[config.mk]
export PLATFORM = sky130hd
export DESIGN_NAME = output_scheduler_flat
export DESIGN_NICKNAME = d
export VERILOG_FILES = /design/src/rtl/output_scheduler_if.sv /design/src/rtl/output_scheduler.sv /design/src/flat_wrapper.sv
export SDC_FILE = /design/constraint.sdc
export NUM_CORES = 1
export LEC_CHECK = 0
export ABC_AREA = 1
export CAP_MARGIN = 25
export CORE_ASPECT_RATIO = 1.4
export CORE_MARGIN = 3
export CORE_UTILIZATION = 46
export DETAILED_ROUTE_END_ITERATION = 12
export PLACE_DENSITY_LB_ADDON = 0.15
export SYNTH_ARGS = -nofsm -noshare
export SYNTH_HDL_FRONTEND = slang
export SYNTH_SLANG_ARGS = --single-unit
export TNS_END_PERCENT = 1
[constraint.sdc]
create_clock -name clk -period 3.1 [get_ports clk]
set_input_delay 0.31 -clock clk [delete_from_list [all_inputs] [get_ports clk]]
set_output_delay 0.31 -clock clk [all_outputs]
set_load 0.01 [all_outputs]
[src/rtl/output_scheduler_if.sv]
// Configuration bus between software registers and output_scheduler.
// master: register side (drives cfg_* fields and commit request)
// slave : scheduler side (returns commit_ack / commit_pending)
interface output_scheduler_if #(
  parameter int NCH          = 4,
  parameter int timer_length = 24
);
  logic                     cfg_wr;
  logic [$clog2(NCH)-1:0]   cfg_addr;
  logic                     cfg_enable;
  logic [7:0]               cfg_start_tooth;
  logic [7:0]               cfg_end_tooth;
  logic [timer_length-1:0]  cfg_start_counts;
  logic [timer_length-1:0]  cfg_end_counts;
  logic                     cfg_commit;
  logic                     commit_ack;
  logic                     commit_pending;

  modport master (
    output cfg_wr, cfg_addr, cfg_enable, cfg_start_tooth, cfg_end_tooth,
           cfg_start_counts, cfg_end_counts, cfg_commit,
    input  commit_ack, commit_pending
  );

  modport slave (
    input  cfg_wr, cfg_addr, cfg_enable, cfg_start_tooth, cfg_end_tooth,
           cfg_start_counts, cfg_end_counts, cfg_commit,
    output commit_ack, commit_pending
  );
endinterface

[src/rtl/output_scheduler.sv]
// Output scheduler: shadow/active event table with atomic commit at the
// engine-cycle boundary (tooth 0), sync-gated driver enables, and a
// per-channel maximum on-time guard with latched lockout.
// Ports:
//   clk, reset_n        : clock, synchronous active-low reset
//   tooth_num/edge      : tooth index and single-cycle tooth strobe
//   sync_valid          : decoder has crank sync
//   cfg (slave)         : shadow write port, commit request, ack/pending
//   max_on_counts       : on-time limit in clk cycles, 0 disables guard
//   fault_clr           : per-channel lockout clear
//   drv_en, drv_*       : driver enables and active-table parameters
//   drv_out             : raw driver outputs
//   ch_out, fault       : gated pins and lockout status
module output_scheduler #(
  parameter int NCH          = 4,
  parameter int timer_length = 24
) (
  input  logic                        clk,
  input  logic                        reset_n,
  input  logic [7:0]                  tooth_num,
  input  logic                        tooth_edge,
  input  logic                        sync_valid,
  output_scheduler_if.slave           cfg,
  input  logic [timer_length-1:0]     max_on_counts,
  input  logic [NCH-1:0]              fault_clr,
  output logic [NCH-1:0]              drv_en,
  output logic [8*NCH-1:0]            drv_start_tooth,
  output logic [8*NCH-1:0]            drv_end_tooth,
  output logic [timer_length*NCH-1:0] drv_start_counts,
  output logic [timer_length*NCH-1:0] drv_end_counts,
  input  logic [NCH-1:0]              drv_out,
  output logic [NCH-1:0]              ch_out,
  output logic [NCH-1:0]              fault
);
  localparam int TL = timer_length;

  logic [NCH-1:0]    sh_en, act_en;
  logic [8*NCH-1:0]  sh_st, sh_et, act_st, act_et;
  logic [TL*NCH-1:0] sh_sc, sh_ec, act_sc, act_ec;
  logic              pending, ack;
  logic [NCH-1:0]    lockout;
  logic [TL-1:0]     on_cnt [NCH];
  logic              apply;

  // Without sync no events can be in flight, so the copy need not wait
  // for tooth 0. Only an already-registered request qualifies, which is
  // what pushes a request arriving on a boundary edge to the next one.
  assign apply = pending && (!sync_valid || (tooth_edge && tooth_num == 8'd0));

  always_ff @(posedge clk) begin
    if (!reset_n) begin
      sh_en   <= '0;
      sh_st   <= '0;
      sh_et   <= '0;
      sh_sc   <= '0;
      sh_ec   <= '0;
      act_en  <= '0;
      act_st  <= '0;
      act_et  <= '0;
      act_sc  <= '0;
      act_ec  <= '0;
      pending <= 1'b0;
      ack     <= 1'b0;
    end else begin
      ack <= apply;
      if (apply) begin
        pending <= 1'b0;
        // Non-blocking reads take the shadow before any same-cycle write.
        act_en  <= sh_en;
        act_st  <= sh_st;
        act_et  <= sh_et;
        act_sc  <= sh_sc;
        act_ec  <= sh_ec;
      end else if (cfg.cfg_commit) begin
        pending <= 1'b1;
      end
      if (cfg.cfg_wr) begin
        sh_en[cfg.cfg_addr]            <= cfg.cfg_enable;
        sh_st[8*cfg.cfg_addr +: 8]     <= cfg.cfg_start_tooth;
        sh_et[8*cfg.cfg_addr +: 8]     <= cfg.cfg_end_tooth;
        sh_sc[TL*cfg.cfg_addr +: TL]   <= cfg.cfg_start_counts;
        sh_ec[TL*cfg.cfg_addr +: TL]   <= cfg.cfg_end_counts;
      end
    end
  end

  // Dwell guard: trip when the counter reaches the limit while still on,
  // giving max_on_counts+1 high cycles before the pin is forced low.
  always_ff @(posedge clk) begin
    for (int c = 0; c < NCH; c++) begin
      if (!reset_n) begin
        on_cnt[c]  <= '0;
        lockout[c] <= 1'b0;
      end else begin
        if (fault_clr[c] || !drv_out[c])
          on_cnt[c] <= '0;
        else if (on_cnt[c] != '1)
          on_cnt[c] <= on_cnt[c] + TL'(1);
        if (fault_clr[c])
          lockout[c] <= 1'b0;
        else if (max_on_counts != '0 && drv_out[c] && on_cnt[c] == max_on_counts)
          lockout[c] <= 1'b1;
      end
    end
  end

  assign drv_en             = act_en & {NCH{sync_valid}} & ~lockout;
  assign ch_out             = drv_out & ~lockout;
  assign fault              = lockout;
  assign drv_start_tooth    = act_st;
  assign drv_end_tooth      = act_et;
  assign drv_start_counts   = act_sc;
  assign drv_end_counts     = act_ec;
  assign cfg.commit_ack     = ack;
  assign cfg.commit_pending = pending;
endmodule

[src/flat_wrapper.sv]
// flat-port wrapper written by rule: the top's interface ports become plain ports
module output_scheduler_flat 
#(
  parameter int NCH          = 4,
  parameter int timer_length = 24
)
  (clk, reset_n, tooth_num, tooth_edge, sync_valid, max_on_counts, fault_clr, drv_en, drv_start_tooth, drv_end_tooth, drv_start_counts, drv_end_counts, drv_out, ch_out, fault, cfg_cfg_wr, cfg_cfg_addr, cfg_cfg_enable, cfg_cfg_start_tooth, cfg_cfg_end_tooth, cfg_cfg_start_counts, cfg_cfg_end_counts, cfg_cfg_commit, cfg_commit_ack, cfg_commit_pending);
  output_scheduler_if #(.NCH(NCH), .timer_length(timer_length)) cfg_i ();
  input  logic clk;
  input  logic reset_n;
  input  logic [7:0] tooth_num;
  input  logic tooth_edge;
  input  logic sync_valid;
  input  logic [timer_length-1:0] max_on_counts;
  input  logic [NCH-1:0] fault_clr;
  output logic [NCH-1:0] drv_en;
  output logic [8*NCH-1:0] drv_start_tooth;
  output logic [8*NCH-1:0] drv_end_tooth;
  output logic [timer_length*NCH-1:0] drv_start_counts;
  output logic [timer_length*NCH-1:0] drv_end_counts;
  input  logic [NCH-1:0] drv_out;
  output logic [NCH-1:0] ch_out;
  output logic [NCH-1:0] fault;
  input wire logic [$bits(cfg_i.cfg_wr)-1:0] cfg_cfg_wr;
  input wire logic [$bits(cfg_i.cfg_addr)-1:0] cfg_cfg_addr;
  input wire logic [$bits(cfg_i.cfg_enable)-1:0] cfg_cfg_enable;
  input wire logic [$bits(cfg_i.cfg_start_tooth)-1:0] cfg_cfg_start_tooth;
  input wire logic [$bits(cfg_i.cfg_end_tooth)-1:0] cfg_cfg_end_tooth;
  input wire logic [$bits(cfg_i.cfg_start_counts)-1:0] cfg_cfg_start_counts;
  input wire logic [$bits(cfg_i.cfg_end_counts)-1:0] cfg_cfg_end_counts;
  input wire logic [$bits(cfg_i.cfg_commit)-1:0] cfg_cfg_commit;
  output wire logic [$bits(cfg_i.commit_ack)-1:0] cfg_commit_ack;
  output wire logic [$bits(cfg_i.commit_pending)-1:0] cfg_commit_pending;
  assign cfg_i.cfg_wr = cfg_cfg_wr;
  assign cfg_i.cfg_addr = cfg_cfg_addr;
  assign cfg_i.cfg_enable = cfg_cfg_enable;
  assign cfg_i.cfg_start_tooth = cfg_cfg_start_tooth;
  assign cfg_i.cfg_end_tooth = cfg_cfg_end_tooth;
  assign cfg_i.cfg_start_counts = cfg_cfg_start_counts;
  assign cfg_i.cfg_end_counts = cfg_cfg_end_counts;
  assign cfg_i.cfg_commit = cfg_cfg_commit;
  assign cfg_commit_ack = cfg_i.commit_ack;
  assign cfg_commit_pending = cfg_i.commit_pending;
  output_scheduler #(.NCH(NCH), .timer_length(timer_length)) u_core (.clk(clk), .reset_n(reset_n), .tooth_num(tooth_num), .tooth_edge(tooth_edge), .sync_valid(sync_valid), .cfg(cfg_i), .max_on_counts(max_on_counts), .fault_clr(fault_clr), .drv_en(drv_en), .drv_start_tooth(drv_start_tooth), .drv_end_tooth(drv_end_tooth), .drv_start_counts(drv_start_counts), .drv_end_counts(drv_end_counts), .drv_out(drv_out), .ch_out(ch_out), .fault(fault));
endmodule
==> Word-level counts from Yosys, hierarchy flattened <==
Memories as Yosys holds them, arrays and structs flattened.
Index checks and enable logic that the tools add are counted.
{ "word_totals": {"ff_bits": 526, "mem_bits_rw": 96, "output_inout_bits": 270, "wordCells": 125, "n_memories": 1} }
{ "memory_table": {"columns": ["memory", "depth", "width", "read_ports", "rd_ports_with_merged_regs", "wr", "line", "source"], "rows": [
  ["u_core.on_cnt", 4, 24, 4, 0, 4, "output_scheduler.sv:42", "logic [TL-1:0] on_cnt [NCH];"]
]} }
{ "op_classes": {"add_sub_neg": 6, "multipliers": 1, "magnitude_cmp": 2, "n_eq_ne": 8, "shift": 6, "muxes": 44, "bitwise_logic": 13, "reduce_logical": 28} }
{ "ops": {"columns": ["operator", "count"], "rows": [
  ["$bwmux 96", 2],
  ["$mux 24", 8],
  ["$shiftx 24x34->96", 2],
  ["$add 24x1->24 const B", 4],
  ["$eq 24x24->1", 4],
  ["$ne 24x24->1 const B", 4],
  ["$shift 24x34->96 const A", 1],
  ["$shiftx 8x34->32", 2],
  ["$bwmux 32", 2],
  ["$neg 5->34", 1],
  ["$neg 7->34", 1],
  ["$shift 8x34->32 const A", 1],
  ["$mux 1", 30],
  ["$reduce_bool 24->1", 1],
  ["$and 4x4->4", 3],
  ["$logic_and 1x1->1", 11],
  ["$reduce_or 2->1", 5],
  ["$logic_not 8->1", 1],
  ["$or 1x1->1", 8],
  ["$logic_not 1->1", 5],
  ["$logic_or 1x1->1", 5],
  ["$bwmux 4", 1],
  ["$mul 2x2->4 const A", 1],
  ["$not 4->4", 1],
  ["other kinds (4)", 4]
]} }

==> Longest topological paths before layout <==
Gate-level depths: netlist (run 1).
{ "depth": {"depth_word": 7, "mapped_depth": 15, "ltp_nobuf": 11} }

==> Worst setup path after synthesis (run 1) <==
No wires, ideal clock.
{ "synth_timing": {"path_kind": "reg2reg", "startpoint": "mem u_core.on_cnt[2][0] (netlist name)", "endpoint": "mem u_core.on_cnt[2][0] (netlist name) (enable)", "arrival_time_ns": 2.009, "t_required_ns": 2.559, "setup_slack_ns": 0.549, "stages_incl_launch_ff": 9, "path_buffers": 0, "period_less_slack_ns": 2.551, "cell_sequence": "edfxtp_1 ha_1 nand3_1 nor2_2 nand2_1 nor2_2 nand2_1 nor2_1 nand4_1"} }
{ "synth_lines": {"columns": ["item", "line"], "rows": [
  ["from (decl)", "output_scheduler.sv:42"]
]} }

==> results of run 1 <==
==> metal layers <==
metal  GRT usage [%]  vias to the layer above
met1            38.0                    12300
met4            16.0                        4
li1                -                    12900
met2            51.9                      960
met5               0                        -
met3            4.20                      251
==> layout make-up <==
cell class	count	share of cell area [%]
Sequential cell	622	39.1
Multi-Input combinational cell	2761	36.1
Timing Repair Buffer	461	13.4
Clock buffer	91	5.50
Tap cell	749	2.73
Inverter	203	2.24
Clock inverter	19	0.864
Antenna cell	1	0.00729
==> cell usage after synthesis (all sizes together) <==
cell type,n
a21oi,305
a22oi,6
a31oi,8
buf,96
clkbuf,135
dfxtp,526
edfxtp,96
ha,9
inv,203
nand2,1433
nand3,390
nand3b,4
nand4,46
nor2,272
nor3,51
nor3b,4
nor4,2
o211a,1
o211ai,6
o21ai,115
o221ai,4
o22ai,8
o31ai,2
o32ai,8
or2,17
xnor2,20
xor2,50
==> tightest hold or removal path, cell delays in order <==
cell and delay (ps):
buf_8 160, nand3_1 110, nand2_1 50
==> kinds of logic (layout without fill, tap and decap cells) <==
logic type / count (synthesis) / after routing / synth area share, %
adder cells (fa/ha/maj): 9 / 9 / 0.409
flip-flops: 622 / 622 / 48.7
AND/OR/NAND/NOR: 2219 / 2219 / 33.4
XOR/XNOR: 70 / 70 / 2.23
other: 0 / 1 / 0
buffers and inverters: 434 / 774 / 6.41
AO/OA/AOI/OAI: 463 / 463 / 8.84
==> report_power, final <==
group	internal (mW)	switching, mW
combinational	0.428	0.973
clock	4.79	3.29
sequential	8.22	0.0482
==> metrics by stage <==
step	cell area, um^2	cells	utilization, %	total power, mW	hold slack, ps
2_1_floorplan	27500	3817	-	9.19	414
3_3_place_gp	32100	4795	54.5	9.82	425
3_5_place_dp	32100	4795	54.5	9.82	430
4_1_cts	34300	4905	58.3	17.8	40.2
5_1_grt	34300	4907	58.3	18.3	64.4
6_report	34300	4907	58.3	17.7	67.2
==> how the worst max path moves through the flow <==
stage / endpoint / from
6_report: u_core.on_cnt[2][6]$_SDFFCE_PN0P_ / u_core.on_cnt[2][0]$_SDFFCE_PN0P_
5_1_grt: u_core.on_cnt[2][3]$_SDFFCE_PN0P_ / u_core.on_cnt[2][0]$_SDFFCE_PN0P_
4_1_cts: u_core.on_cnt[2][3]$_SDFFCE_PN0P_ / u_core.on_cnt[2][0]$_SDFFCE_PN0P_
3_5_place_dp: u_core.sh_et[23]$_SDFFE_PN0P_ / cfg_cfg_addr[1]
3_3_place_gp: u_core.sh_sc[85]$_SDFFE_PN0P_ / cfg_cfg_addr[1]
2_1_floorplan: u_core.on_cnt[2][0]$_SDFFCE_PN0P_ / u_core.on_cnt[2][0]$_SDFFCE_PN0P_
==> cells in the final DEF (no fill, tap or decap), drive strengths merged, types with 8 or more instances in the layout <==
cell,count
a21oi,305
a31oi,8
buf,81
clkbuf,91
clkdlybuf4s50,380
clkinv,8
dfxtp,526
edfxtp,96
ha,9
inv,206
nand2,1433
nand3,390
nand4,46
nor2,272
nor3,51
o21ai,115
o22ai,8
o32ai,8
or2,17
xnor2,20
xor2,50
==> registers in the layout (all words and copies together) (netlist names) <==
| register | flops |
|---|---|
| u_core.drv_end_counts | 96 |
| u_core.drv_start_counts | 96 |
| u_core.on_cnt | 96 |
| u_core.sh_ec | 96 |
| u_core.sh_sc | 96 |
| u_core.drv_end_tooth | 32 |
| u_core.drv_start_tooth | 32 |
| u_core.sh_et | 32 |
| u_core.sh_st | 32 |
| u_core.act_en | 4 |
| u_core.fault | 4 |
| u_core.sh_en | 4 |
| u_core.cfg.commit_ack | 1 |
| u_core.cfg.commit_pending | 1 |
==> impl_metrics.ini, run 1 <==
[synth]
synth_top_area_cell = dfxtp_1
yosysUniqueCellTypes = 40
synthesis.area_um2 = 27500
synthTopCellsByArea = dfxtp_1 (38%), nand2_1 (19%), edfxtp_1 (10%), nand3_1 (7.1%), a21oi_1 (5.5%)
synth_nets = 3939
avgSynthCellArea_um2 = 7.21
synth_cells = 3817
ys_seq_elements = 622
synth_top_area_share_pct = 38.3
yosysWarnings = 0
ys_seq_area_share_pct = 48.7

[floorplanning]
placementRows = 105
die_w_um = 213
boundaryPins = 383
initial_core_util_pct = 46.8
core_area_um2 = 58900
die_h_um = 295
die-area_um2 = 62900

[timing]
tightest_slew_ps = 1140
finalSetupViolCount = 0
final_max_slew_viol_count = 0
slew_headroom_pct = 24.0
setup_ws_ps = 391
finalHoldViolCount = 0
skew_ps = 17.4
post-route-period-util_pct = 87.4
setup_tns_ps = 0
fin_crit_ps = 2710
fmax_mhz = 369
rsz0062_at_grt = no

[worst_setup_path]
crit_family = simple AND/OR/NAND/NOR gates
cp_slowest_stage_delay_ps = 450
path_buf_inv = 1
r2r_cells = 9
r2r_setup_slack_ps = 390
path_depth = 9
crit_fanout = 19
end_kind = flip-flop
crit_arrival_ps = 3090
cp-start-kind = flip-flop
crit_required_ps = 3480
worstPathCellList = ha_1 > nand3_1 > nor2_2 > nand2_1 > nor2_2 > nand2_1 > nor2_1 > nand4_1 > buf_12
r2r-start = u_core.on_cnt[2][0]$_SDFFCE_PN0P_
cp_slowest_cell = edfxtp_1
crit_type = reg -> reg
r2r_end = u_core.on_cnt[2][6]$_SDFFCE_PN0P_

[power_and_ir_drop]
worst_ir_drop_vdd_uv = 497
power.leakage_nw = 13.7
powerDensity_nw_per_um2 = 517

[worst_hold_path]
min_from = reset_n
hold_end = u_core.drv_start_tooth[16]$_SDFFE_PN0P_
min_path_cells = 3
hp-class = in -> reg

[global_route]
antenna_found_initial = 3
grt_max_degree = 166
grt_pass1_vias = 25400
grt-ovfl-total = 0
grt_usage_pct = 30.6
grt_pass1_wl_mm = 150

[cts]
ctsHtreeMaxLevel = 2
clkSinkCount = 622
cts_setup_buffers = 0
ctsLongestPathBuffers = 3
cts_tree = yes
numCtsBuffers = 59
ctsHoldBuffers = 0
post_cts_resized = 0
root_buffer = clkbuf_16
clk_pin_slew_worst_paths_ps = 70
insertion_delay_ps = 630

[final_layout]
drive_gt1_share_pct = 5.51
num-nets-final = 4230
fill_cells = 5634
syn_to_final_growth_pct = 24.7
multiInputGateArea_um2 = 12400
register_area_um2 = 13400

[route]
wl_met3_mm = 5.80
wl_mm = 99.0
met2_length_mm = 47.5
ant_nets = 0
wl_met1_mm = 39.9
highest_layer = met5
first_pass_iters = 5
drc = 0
wire_per_inst_um = 20.2
vias = 26400
drt_iter0_drc = 2610
via_per_inst = 5.39

[placement]
place_congestion = 0.974
dp_slack_ps = 299
numPortBuffers = 382
dp_hpwl_mm = 70.5

[outcome]
outcome = completed

[run]
cap_violations = 0
No activity file was read; power rests on OpenSTA's default activity.
==> run 2, diff against run 1 <==
--- a/config.mk
+++ b/config.mk
@@ -5,7 +5,6 @@
 export SDC_FILE = /design/constraint.sdc
 export NUM_CORES = 1
 export LEC_CHECK = 0
-export ABC_AREA = 1
 export CAP_MARGIN = 25
 export CORE_ASPECT_RATIO = 1.4
 export CORE_MARGIN = 3
==> impl_metrics.ini, run 2 <==
[cts]
post_cts_resized = 0
root_buffer = clkbuf_16
ctsHtreeMaxLevel = 2
ctsLongestPathBuffers = 3
ctsHoldBuffers = 0
cts_setup_buffers = 0
clk_pin_slew_worst_paths_ps = 70
numCtsBuffers = 60
cts_tree = yes
clkSinkCount = 622
insertion_delay_ps = 630

[synth]
yosysUniqueCellTypes = 64
synth_most_common_cell = nand2_1
synth_flop_cell = dfxtp_1
synth_top_area_share_pct = 37.7
ys_seq_elements = 622
yosysWarnings = 0
synthesis.area_um2 = 27900
synthTopCellsByArea = dfxtp_1 (38%), edfxtp_1 (10%), nand2_1 (9.7%), a21boi_0 (7.0%), a22oi_1 (4.4%)
synth_cells = 3144
ys_seq_area_share_pct = 48.0
synth_top_area_cell = dfxtp_1
synthArstFlopShare_pct = 0
synthTopCellsByCount = nand2_1 (723), dfxtp_1 (526), a21boi_0 (260), a22oi_1 (165), nor2_1 (159)
synth_nets = 3266
avgSynthCellArea_um2 = 8.88
synth-edff-count = 96

[worst_setup_path]
crit_arrival_ps = 2810
cp-start-kind = flip-flop
r2r_setup_slack_ps = 580
crit_fanout = 24
r2r-start = u_core.on_cnt[0][0]$_SDFFCE_PN0P_
r2r_cells = 5
end_kind = flip-flop
crit_type = reg -> reg
r2r_end = u_core.on_cnt[0][20]$_SDFFCE_PN0P_
crit_required_ps = 3400

[route]
vias = 23800
ant_nets = 0
wl_mm = 93.6
wire_per_inst_um = 21.9
first_pass_iters = 7
drc = 0
via_per_inst = 5.56
drt_iter0_drc = 1905

[floorplanning]
die_w_um = 214
placementRows = 106
die-area_um2 = 63700
boundaryPins = 383
initial_core_util_pct = 46.6
die_h_um = 297
core_area_um2 = 59900

[global_route]
grt_pass1_wl_mm = 142
grt_usage_pct = 28.3
grt-ovfl-total = 0
antenna_found_initial = 10
grt_max_degree = 138
grt_pass1_vias = 23700

[power_and_ir_drop]
power.leakage_nw = 11.7
power.switching_mw = 4.18
p_int_mw = 13.0
worst_ir_drop_vdd_uv = 482
power_frac_clock_pct = 43.9
combPwrFrac_pct = 8.1
powerDensity_nw_per_um2 = 501
seqPwrFrac_pct = 47.9
sw_frac_of_total_pct = 24.3

[timing]
slew_headroom_pct = 33.1
final_max_slew_viol_count = 0
skew_ps = 15.0
rsz0062_at_grt = no
tightest_slew_ps = 1000
setup_tns_ps = 0
fmax_mhz = 397
fin_crit_ps = 2520
post-route-period-util_pct = 81.2
finalHoldViolCount = 0
finalSetupViolCount = 0
setup_ws_ps = 584

[worst_hold_path]
hp-class = in -> reg
min_from = reset_n
min_path_cells = 2
hold_end = u_core.drv_start_counts[26]$_SDFFE_PN0P_

[final_layout]
final_util_pct = 57.3
drive_gt1_share_pct = 7.10
final_common_cell = nand2_1
num-nets-final = 3535
final_area_um2 = 34400
multiInputGateArea_um2 = 13300
stdcell_count = 4276
final_cell_mix = nand2_1 (719), dfxtp_1 (526), clkdlybuf4s50_1 (380), a21boi_0 (260), a22oi_1 (165)
fill_cells = 5412
register_area_um2 = 13400
syn_to_final_growth_pct = 23.1

[run]
cap_violations = 0

[outcome]
outcome = completed

[placement]
placedCellCount = 4160
dp_slack_ps = 160
dp_hpwl_mm = 67.7
placed_area_um2 = 32300
numPortBuffers = 382
place_congestion = 0.956
## run 2: area by class of cell
cell class	count	area share [%]
Tap cell	810	2.95
Timing Repair Buffer	463	13.3
Antenna cell	3	0.0218
Clock inverter	29	0.739
Clock buffer	83	5.22
Inverter	15	0.164
Multi-Input combinational cell	2251	38.6
Sequential cell	622	39.0
## run 2: how the worst max path moves through the flow
stage | from | end | slack, ps | cells after the start
after floorplan | u_core.on_cnt[3][0]$_SDFFCE_PN0P_ | u_core.on_cnt[3][0]$_SDFFCE_PN0P_ | 790 | 4
after detailed placement | cfg_cfg_addr[1] | u_core.sh_sc[90]$_SDFFE_PN0P_ | 160 | 8
after global routing | u_core.on_cnt[0][0]$_SDFFCE_PN0P_ | u_core.on_cnt[0][5]$_SDFFCE_PN0P_ | 460 | 5
final | u_core.on_cnt[0][0]$_SDFFCE_PN0P_ | u_core.on_cnt[0][20]$_SDFFCE_PN0P_ | 580 | 5
after CTS | u_core.on_cnt[0][0]$_SDFFCE_PN0P_ | u_core.on_cnt[0][7]$_SDFFCE_PN0P_ | 600 | 5
after global placement | cfg_cfg_addr[1] | u_core.sh_sc[90]$_SDFFE_PN0P_ | 160 | 8
## run 2: worst max-delay path, stage by stage, from the launching register on
cell,delay (ps)
edfxtp_1,440
ha_1,250
nand2_1,120
nor4_1,540
nand4_1,250
or2_2,570
## run 2: through the flow
step | hold WS [ps] | total power, mW
floorplan | 425 | 9.23
global placement | 441 | 9.80
detailed placement | 443 | 9.81
CTS | 9.03 | 17.3
global route | 24.9 | 17.8
finish | 42.3 | 17.2
## run 2: metal layers
| metal | GRT usage, % | vias to the layer above | wire, um |
|---|---|---|---|
| met5 | 0 | - | 60 |
| met4 | 14.2 | 10 | 5360 |
| met3 | 5.02 | 256 | 5550 |
| met1 | 32.0 | 11400 | 35400 |
| met2 | 51.0 | 858 | 47200 |
| li1 | - | 11300 | - |
## run 2: power groups by stage
| stage | logic (mW) | clock network (mW) | registers [mW] |
|---|---|---|---|
| floorplan | 0.809 | 0 | 8.42 |
| global placement | 1.37 | 0 | 8.43 |
| detailed placement | 1.38 | 0 | 8.43 |
| CTS | 1.38 | 7.71 | 8.25 |
| global route | 1.48 | 8.03 | 8.25 |
| finish | 1.40 | 7.57 | 8.25 |
## run 2: logic make-up after synthesis
group	share of synthesized area, %
muxes	1.75
xor gates and xnor gates	5.55
AOI/OAI and AO/OA	17.1
DFF	48.0
buffers and inverters	4.61
adders and majority gates	0.403
and+or+nand+nor	22.6
